## config.mk

```make
export PLATFORM = sky130hd
export DESIGN_NAME = instr_fetch_unit
export DESIGN_NICKNAME = d
export VERILOG_FILES = /design/src/rtl/instr_fetch_unit.sv
export SDC_FILE = /design/constraint.sdc
export NUM_CORES = 1
export LEC_CHECK = 0
export BUFFER_PORTS_ARGS = -buffer_cell sky130_fd_sc_hd__buf_2
export CORE_MARGIN = 4
export CORE_UTILIZATION = 40
export CTS_CLUSTER_SIZE = 40
export DETAILED_ROUTE_END_ITERATION = 6
export PLACE_DENSITY = 0.66
export SYNTH_ARGS = -nofsm -noshare
export SYNTH_HDL_FRONTEND = slang
export SYNTH_SLANG_ARGS = --single-unit
```

## constraint.sdc

```tcl
create_clock -name clk -period 5.1 [get_ports clk]
set_input_delay 0.765 -clock clk [delete_from_list [all_inputs] [get_ports clk]]
set_output_delay 0.765 -clock clk [all_outputs]
set_load 0.02 [all_outputs]
```

## src/rtl/instr_fetch_unit.sv

```systemverilog
// Fetch stage: issues one instruction-memory request at a time for the address from the
// program counter and queues returned {pc, instruction} pairs for decode.
module instr_fetch_unit #(
   parameter int ADDR_W = 64,
   parameter int INST_W = 32,
   parameter int DEPTH  = 2,
   localparam int CNT_W = $clog2(DEPTH + 1)
) (
   input  logic              clk,
   input  logic              rst,
   input  logic [ADDR_W-1:0] pc_in,
   input  logic              pc_valid,
   output logic              pc_ready,
   input  logic              flush,
   output logic              imem_req,
   output logic [ADDR_W-1:0] imem_addr,
   input  logic              imem_gnt,
   input  logic              imem_rvalid,
   input  logic [INST_W-1:0] imem_rdata,
   output logic              inst_valid,
   output logic [INST_W-1:0] inst_data,
   output logic [ADDR_W-1:0] inst_pc,
   input  logic              inst_ready,
   output logic [CNT_W-1:0]  fifo_count
);

   localparam int PTR_W = (DEPTH > 1) ? $clog2(DEPTH) : 1;

   typedef enum logic [1:0] {IDLE, REQ, WAIT, DROP} state_t;

   state_t            state;
   logic [PTR_W-1:0]  rd_ptr;
   logic [PTR_W-1:0]  wr_ptr;
   logic [ADDR_W-1:0] pc_mem   [DEPTH];
   logic [INST_W-1:0] inst_mem [DEPTH];
   logic              push;
   logic              pop;

   // Pointers wrap at DEPTH explicitly so non-power-of-two depths work.
   function automatic logic [PTR_W-1:0] next_ptr(input logic [PTR_W-1:0] p);
      return (p == PTR_W'(DEPTH - 1)) ? '0 : p + PTR_W'(1);
   endfunction

   assign pc_ready   = (state == IDLE) && (fifo_count < CNT_W'(DEPTH)) && !flush && !rst;
   assign push       = (state == WAIT) && imem_rvalid && !flush;
   assign pop        = inst_valid && inst_ready && !flush;
   assign inst_valid = (fifo_count != '0);
   assign inst_data  = inst_valid ? inst_mem[rd_ptr] : '0;
   assign inst_pc    = inst_valid ? pc_mem[rd_ptr]   : '0;

   // NOTE: state registers use non-blocking assignments so every flop samples pre-edge values.
   always_ff @(posedge clk or posedge rst) begin
      if (rst) begin
         state     <= IDLE;
         imem_req  <= 1'b0;
         imem_addr <= '0;
      end else begin
         case (state)
            IDLE: begin
               if (pc_valid && pc_ready) begin
                  imem_addr <= pc_in;
                  imem_req  <= 1'b1;
                  state     <= REQ;
               end
            end
            REQ: begin
               if (imem_gnt) begin
                  imem_req <= 1'b0;
                  state    <= flush ? DROP : WAIT;
               end else if (flush) begin
                  imem_req <= 1'b0;
                  state    <= IDLE;
               end
            end
            WAIT: begin
               // A response arriving with flush is simply discarded.
               if (imem_rvalid)
                  state <= IDLE;
               else if (flush)
                  state <= DROP;
            end
            DROP: begin
               if (imem_rvalid)
                  state <= IDLE;
            end
            default: state <= IDLE;
         endcase
      end
   end

   always_ff @(posedge clk or posedge rst) begin
      if (rst) begin
         rd_ptr     <= '0;
         wr_ptr     <= '0;
         fifo_count <= '0;
      end else if (flush) begin
         rd_ptr     <= '0;
         wr_ptr     <= '0;
         fifo_count <= '0;
      end else begin
         if (push)
            wr_ptr <= next_ptr(wr_ptr);
         if (pop)
            rd_ptr <= next_ptr(rd_ptr);
         if (push && !pop)
            fifo_count <= fifo_count + CNT_W'(1);
         else if (pop && !push)
            fifo_count <= fifo_count - CNT_W'(1);
      end
   end

   // NOTE: storage has no reset; fifo_count qualifies every entry and the head outputs are gated.
   always_ff @(posedge clk) begin
      if (push) begin
         pc_mem[wr_ptr]   <= imem_addr;
         inst_mem[wr_ptr] <= imem_rdata;
      end
   end

endmodule

```

==> results of run 1 <==
-- how the worst max path moves through the flow --
stage,slack (ns),startpoint,endpoint
floorplan,-0.66,imem_rvalid,inst_mem[0][0]
global placement,2.11,imem_rvalid,inst_mem[1][23]
detailed placement,2.10,imem_rvalid,inst_mem[0][31]
CTS,1.67,rd_ptr,inst_pc[50]
global route,1.58,rd_ptr,inst_pc[49]
finish,1.78,rd_ptr,inst_pc[49]
-- power by group --
part | leakage, nW | switching (mW) | internal, mW | total, mW
registers | 2.59 | 0.305 | 2.79 | 3.10
logic | 2.18 | 0.777 | 0.599 | 1.38
clock network | 0.427 | 0.744 | 1.12 | 1.87
total | 5.20 | 1.83 | 4.51 | 6.34
-- flip-flops by register name, summed over array words and instances, names as in the netlist --
register	cells
pc_mem	128
imem_addr	64
inst_mem	64
fifo_count	2
state	2
imem_req	1
rd_ptr	1
wr_ptr	1
-- routing by layer --
metal | vias up | wire length, µm | GRT usage
li1 | 2703 | - | -
met1 | 2778 | 8780 | 0.193
met2 | 199 | 9840 | 0.243
met3 | 33 | 1700 | 0.0387
met4 | 4 | 430 | 0.0377
met5 | - | 27 | 0
-- cells in the mapped netlist --
cell / instances
nand4_2: 1
xor2_1: 2
nand2_1: 1
clkbuf_1: 7
mux2_2: 26
buf_2: 13
nor2_4: 1
nand2b_1: 3
a31oi_1: 2
nor2_1: 103
or2_2: 1
nor3_1: 1
xnor2_1: 1
inv_1: 5
and3_1: 2
buf_4: 3
o221ai_1: 1
nand3b_1: 2
a21oi_1: 1
mux2_4: 38
buf_6: 6
o211a_1: 1
mux2i_1: 96
dfrtp_1: 71
edfxtp_1: 192
nor4bb_1: 1
o21ai_0: 3
-- kinds of logic (layout without fill, tap and decap cells) --
logic type,count (synthesis),after routing,synth area share
xor+xnor,3,3,0.00260
mux,160,160,0.180
other cells,0,3,0
flops,263,263,0.745
compound gates,8,8,0.00507
simple gates,116,116,0.0476
buf+inv,34,330,0.0198
-- cell type report --
cell class | instances | area, µm²
fillers | 2094 | 11900
flip-flops and latches | 263 | 7550
multi-input cells | 287 | 2410
repair buffers | 277 | 1420
clock buffers | 40 | 796
well taps | 324 | 405
clock inverters | 8 | 67.6
inverters | 5 | 20.0
diodes | 3 | 7.51
-- worst max-delay path, delay by kind of cell, from the launching register on --
kind	cells	cell delay [ns]
mux	1	0.25
simple gates	1	0.08
buf+inv	2	0.79
flops	1	0.91
==> results.cfg, run 1 <==
[outcome]
status = complete, no violations

[placed_design]
place.gp.congestion = 0.740
portBuffers = 267
pre_cts_ws_ns = 2.10
post-dp-hpwl_um = 13900
place_inst = 1156
placed_area_um2 = 11800

[routing]
drc = 0
antenna_left = 0
wl_per_cell_um = 17.2
wl_um = 20800
drt_iter0_drc = 234
drtPass1Iterations = 4
via_count = 5717
viasPerCell = 4.74

[worst_setup_path]
end_kind = primary output
cp_data_required_time_ns = 4.34
path_cells = buf_4 -> mux2i_1 -> nor2_1 -> buf_2
crit_arrival_ns = 2.56
path_max_fanout = 41
cp-start-kind = flip-flop
cp_slowest_cell = dfrtp_4
r2r_end = inst_mem[0][2]
critical_path_class = reg2out
ff2ff_setup_slack_ns = 2.50
reg2reg_depth = 4
slowest_delay_ns = 0.91
r2r_start = state[0]

[clocking]
cts_resized = 0
cts_buffers = 26
cts_sinks = 263
clk_path_buf_depth = 3
insertion_delay_ns = 0.51
cts.hold.buffers_added = 0
tritoncts = done
postCtsSetupBuffers = 0
cts_root_buffer = clkbuf_16
clk_pin_slew_ns = 0.06
h-tree-depth = 1

[yosys]
synth_cells = 584
ys_warn_count = 0
synth_cell_types = 27
synth_top_area_cell = edfxtp_1
synth_area_leaders = edfxtp_1 57%, dfrtp_1 18%, mux2i_1 9.5%, mux2_4 5.6%, nor2_1 3.8%
syn-num-nets = 687
syn_area_um2 = 10100
ys_seq_area_frac = 0.745
synth.top_cell.area_share = 0.569
ys_seq_elements = 263
avgSynthCellArea_um2 = 17.3

[final_layout]
instances_no_fill = 1207
drive_above_1_share = 0.443
stdcell_area_um2 = 12700
final_common_cell = buf_2
nNetsFinal = 963
syn_to_final_growth_pct = 25.2
final_cell_mix = 267 x buf_2, 192 x edfxtp_1, 100 x nor2_1
postLayoutCoreUtil = 0.515

[die]
pin_count = 268
die_w_um = 167
die_y_um = 167
die_area_um2 = 27900
start_util = 0.412
core_area_um2 = 24600
rows = 57

[worst_hold_path]
hold_path_class = in2reg
min_to = inst_mem[0][4]
worstHoldPathCells = 1
min_from = imem_rdata[4]

[global_routing]
gr-total-overflow = 0
antenna_found_initial = 5
grt_max_degree = 72
grt_pass1_vias = 5975
globalRouteTotalUtil = 0.146
grt_pass1_wl_um = 32900

[power]
power_density_nw_per_um2 = 500
p_total_mw = 6.34
ir_drop_v = 0.000350
leakage_nw = 5.20

[sta]
tightest_slew_ns = 1.03
slew_headroom = 0.315
skew_ns = 0.00657
fin_ws_ns = 1.78
hold_slack_ns = 0.440
finalSetupTns_ns = 0
period_share = 0.651
hold_viol_final = 0
fmax_ghz = 0.301
fin_crit_ns = 3.32
drv_slew = 0
rsz0062_at_grt = no
finalSetupViolCount = 0

[flow_run]
maxCapViolCount = 0
No activity file was read; power rests on OpenSTA's default activity.
==> run 2: changes to the inputs <==
PLACE_DENSITY = default   (was 0.66)
clock period = 3.45 ns   (was 5.1 ns; I/O delays follow)
==> results.cfg, run 2 (synthesis gave the netlist of run 1 again) <==
[clocking]
tritoncts = done
clk_pin_slew_ns = 0.06
cts_sinks = 263
cts_buffers = 28
cts.hold.buffers_added = 0
postCtsSetupBuffers = 0
h-tree-depth = 1
cts_root_buffer = clkbuf_16
clk_path_buf_depth = 3
insertion_delay_ns = 0.52
cts_resized = 0

[global_routing]
antenna_found_initial = 1
grt_pass1_wl_um = 32900
gr-total-overflow = 0
grt_pass1_vias = 5831
globalRouteTotalUtil = 0.146
grt_max_degree = 55

[final_layout]
largest-register = pc_mem
syn_to_final_growth_pct = 27.3
largest_reg_flops = 128
nNetsFinal = 966
final_cell_mix = 267 x buf_2, 192 x edfxtp_1, 100 x nor2_1
diodes = 0
drive_above_1_share = 0.447
final_common_cell = buf_2
reg_top3 = pc_mem (128), imem_addr (64), inst_mem (64)

[routing]
wl_um = 21100
drt_iter0_drc = 271
wl_per_cell_um = 17.5
via_count = 5646
drc = 0
antenna_left = 0
drtPass1Iterations = 6
viasPerCell = 4.67

[sta]
finalSetupViolCount = 0
period_share = 0.796
tightest_slew_ns = 0.761
fin_crit_ns = 2.75
rsz0062_at_grt = no
slew_headroom = 0.491
hold_viol_final = 0
skew_ns = 0.00969
drv_slew = 0
hold_slack_ns = 0.121
fmax_ghz = 0.364

[worst_setup_path]
path_max_fanout = 42
critical_path_class = reg2out
path_delay_family = simple AND/OR/NAND/NOR gates
path_cells = nor2_4 -> buf_12 -> nor2_1 -> buf_2
cp_slowest_cell = nor2_4
cp-start-kind = flip-flop
end_kind = primary output
crit_arrival_ns = 2.23
path_buf_inv = 2
cp_data_required_time_ns = 2.93
slowest_delay_ns = 0.64

[die]
core_area_um2 = 24600
die_w_um = 167
die_y_um = 167
rows = 57
pin_count = 268
start_util = 0.412
die_area_um2 = 27900

[flow_run]
maxCapViolCount = 0

[outcome]
status = complete, no violations

[power]
ir_drop_v = 0.000574
leakage_nw = 5.28
power_density_nw_per_um2 = 764
p_total_mw = 9.85

[placed_design]
portBuffers = 267
place.gp.congestion = 0.754
post-dp-hpwl_um = 14000

[worst_hold_path]
hold_path_class = in2async
==> run 2: cell types whose count changed in the layout (fill, tap and decap cells not counted), sizes merged <==
cell,previous run,this run
clkinv,7,4
clkinvlp,1,3
buf,277,278
inv,4,6
bufinv,1,5
clkbuf,40,39
diode,3,0
==> run 2: where the power goes <==
| group | switching, mW | total [mW] | internal [mW] |
|---|---|---|---|
| combinational | 1.16 | 2.06 | 0.894 |
| sequential | 0.463 | 4.59 | 4.13 |
| clock | 1.17 | 3.20 | 2.02 |
| total | 2.80 | 9.85 | 7.05 |
==> run 2: path summary, 6_finish.rpt <==
kind	slack, ns	end	cells past startpoint	from
min in group clk	0.18	inst_mem[0][1]	1	imem_rdata[1]
max in group asynchronous	2.39	imem_addr[29]	4	rst
worst max-delay path	0.70	inst_pc[52]	4	fifo_count[1]
worst min-delay path	0.12	imem_addr[51]	3	rst
worst min register to register	0.49	pc_mem[1][0]	0	imem_addr[0]
worst max register to register	1.24	imem_addr[29]	4	fifo_count[1]
==> run 2: tightest hold or removal path: stages <==
cell and delay (ns):
buf_2 0.11, clkinv_2 0.07, buf_4 0.38
==> run 2: through the flow <==
stage                util  area (µm²)  instances  setup TNS, ns  worst slack (ns)
floorplan               -       10100        584         -87.89            -0.458
global placement    0.482       11900       1157              0              1.11
detailed placement  0.482       11900       1157              0              1.07
CTS                 0.524       12900       1209              0             0.618
global route        0.524       12900       1209              0             0.536
finish              0.524       12900       1209              0             0.704
==> run 2: area by class of cell <==
type	count	area, µm²
flip-flops and latches	263	7550
repair buffers	278	1480
clock inverters	13	206
inverters	5	20.0
well taps	324	405
multi-input cells	287	2410
fillers	2097	11700
clock buffers	39	813
==> run 2: per-layer routing <==
metal	part of all wire	vias up	track usage	wire, µm
met1	0.43	2721	0.194	9140
met3	0.073	39	0.0408	1540
met4	0.020	2	0.0388	429
li1	-	2700	-	-
met5	0.00062	-	0	13
met2	0.47	184	0.240	10000
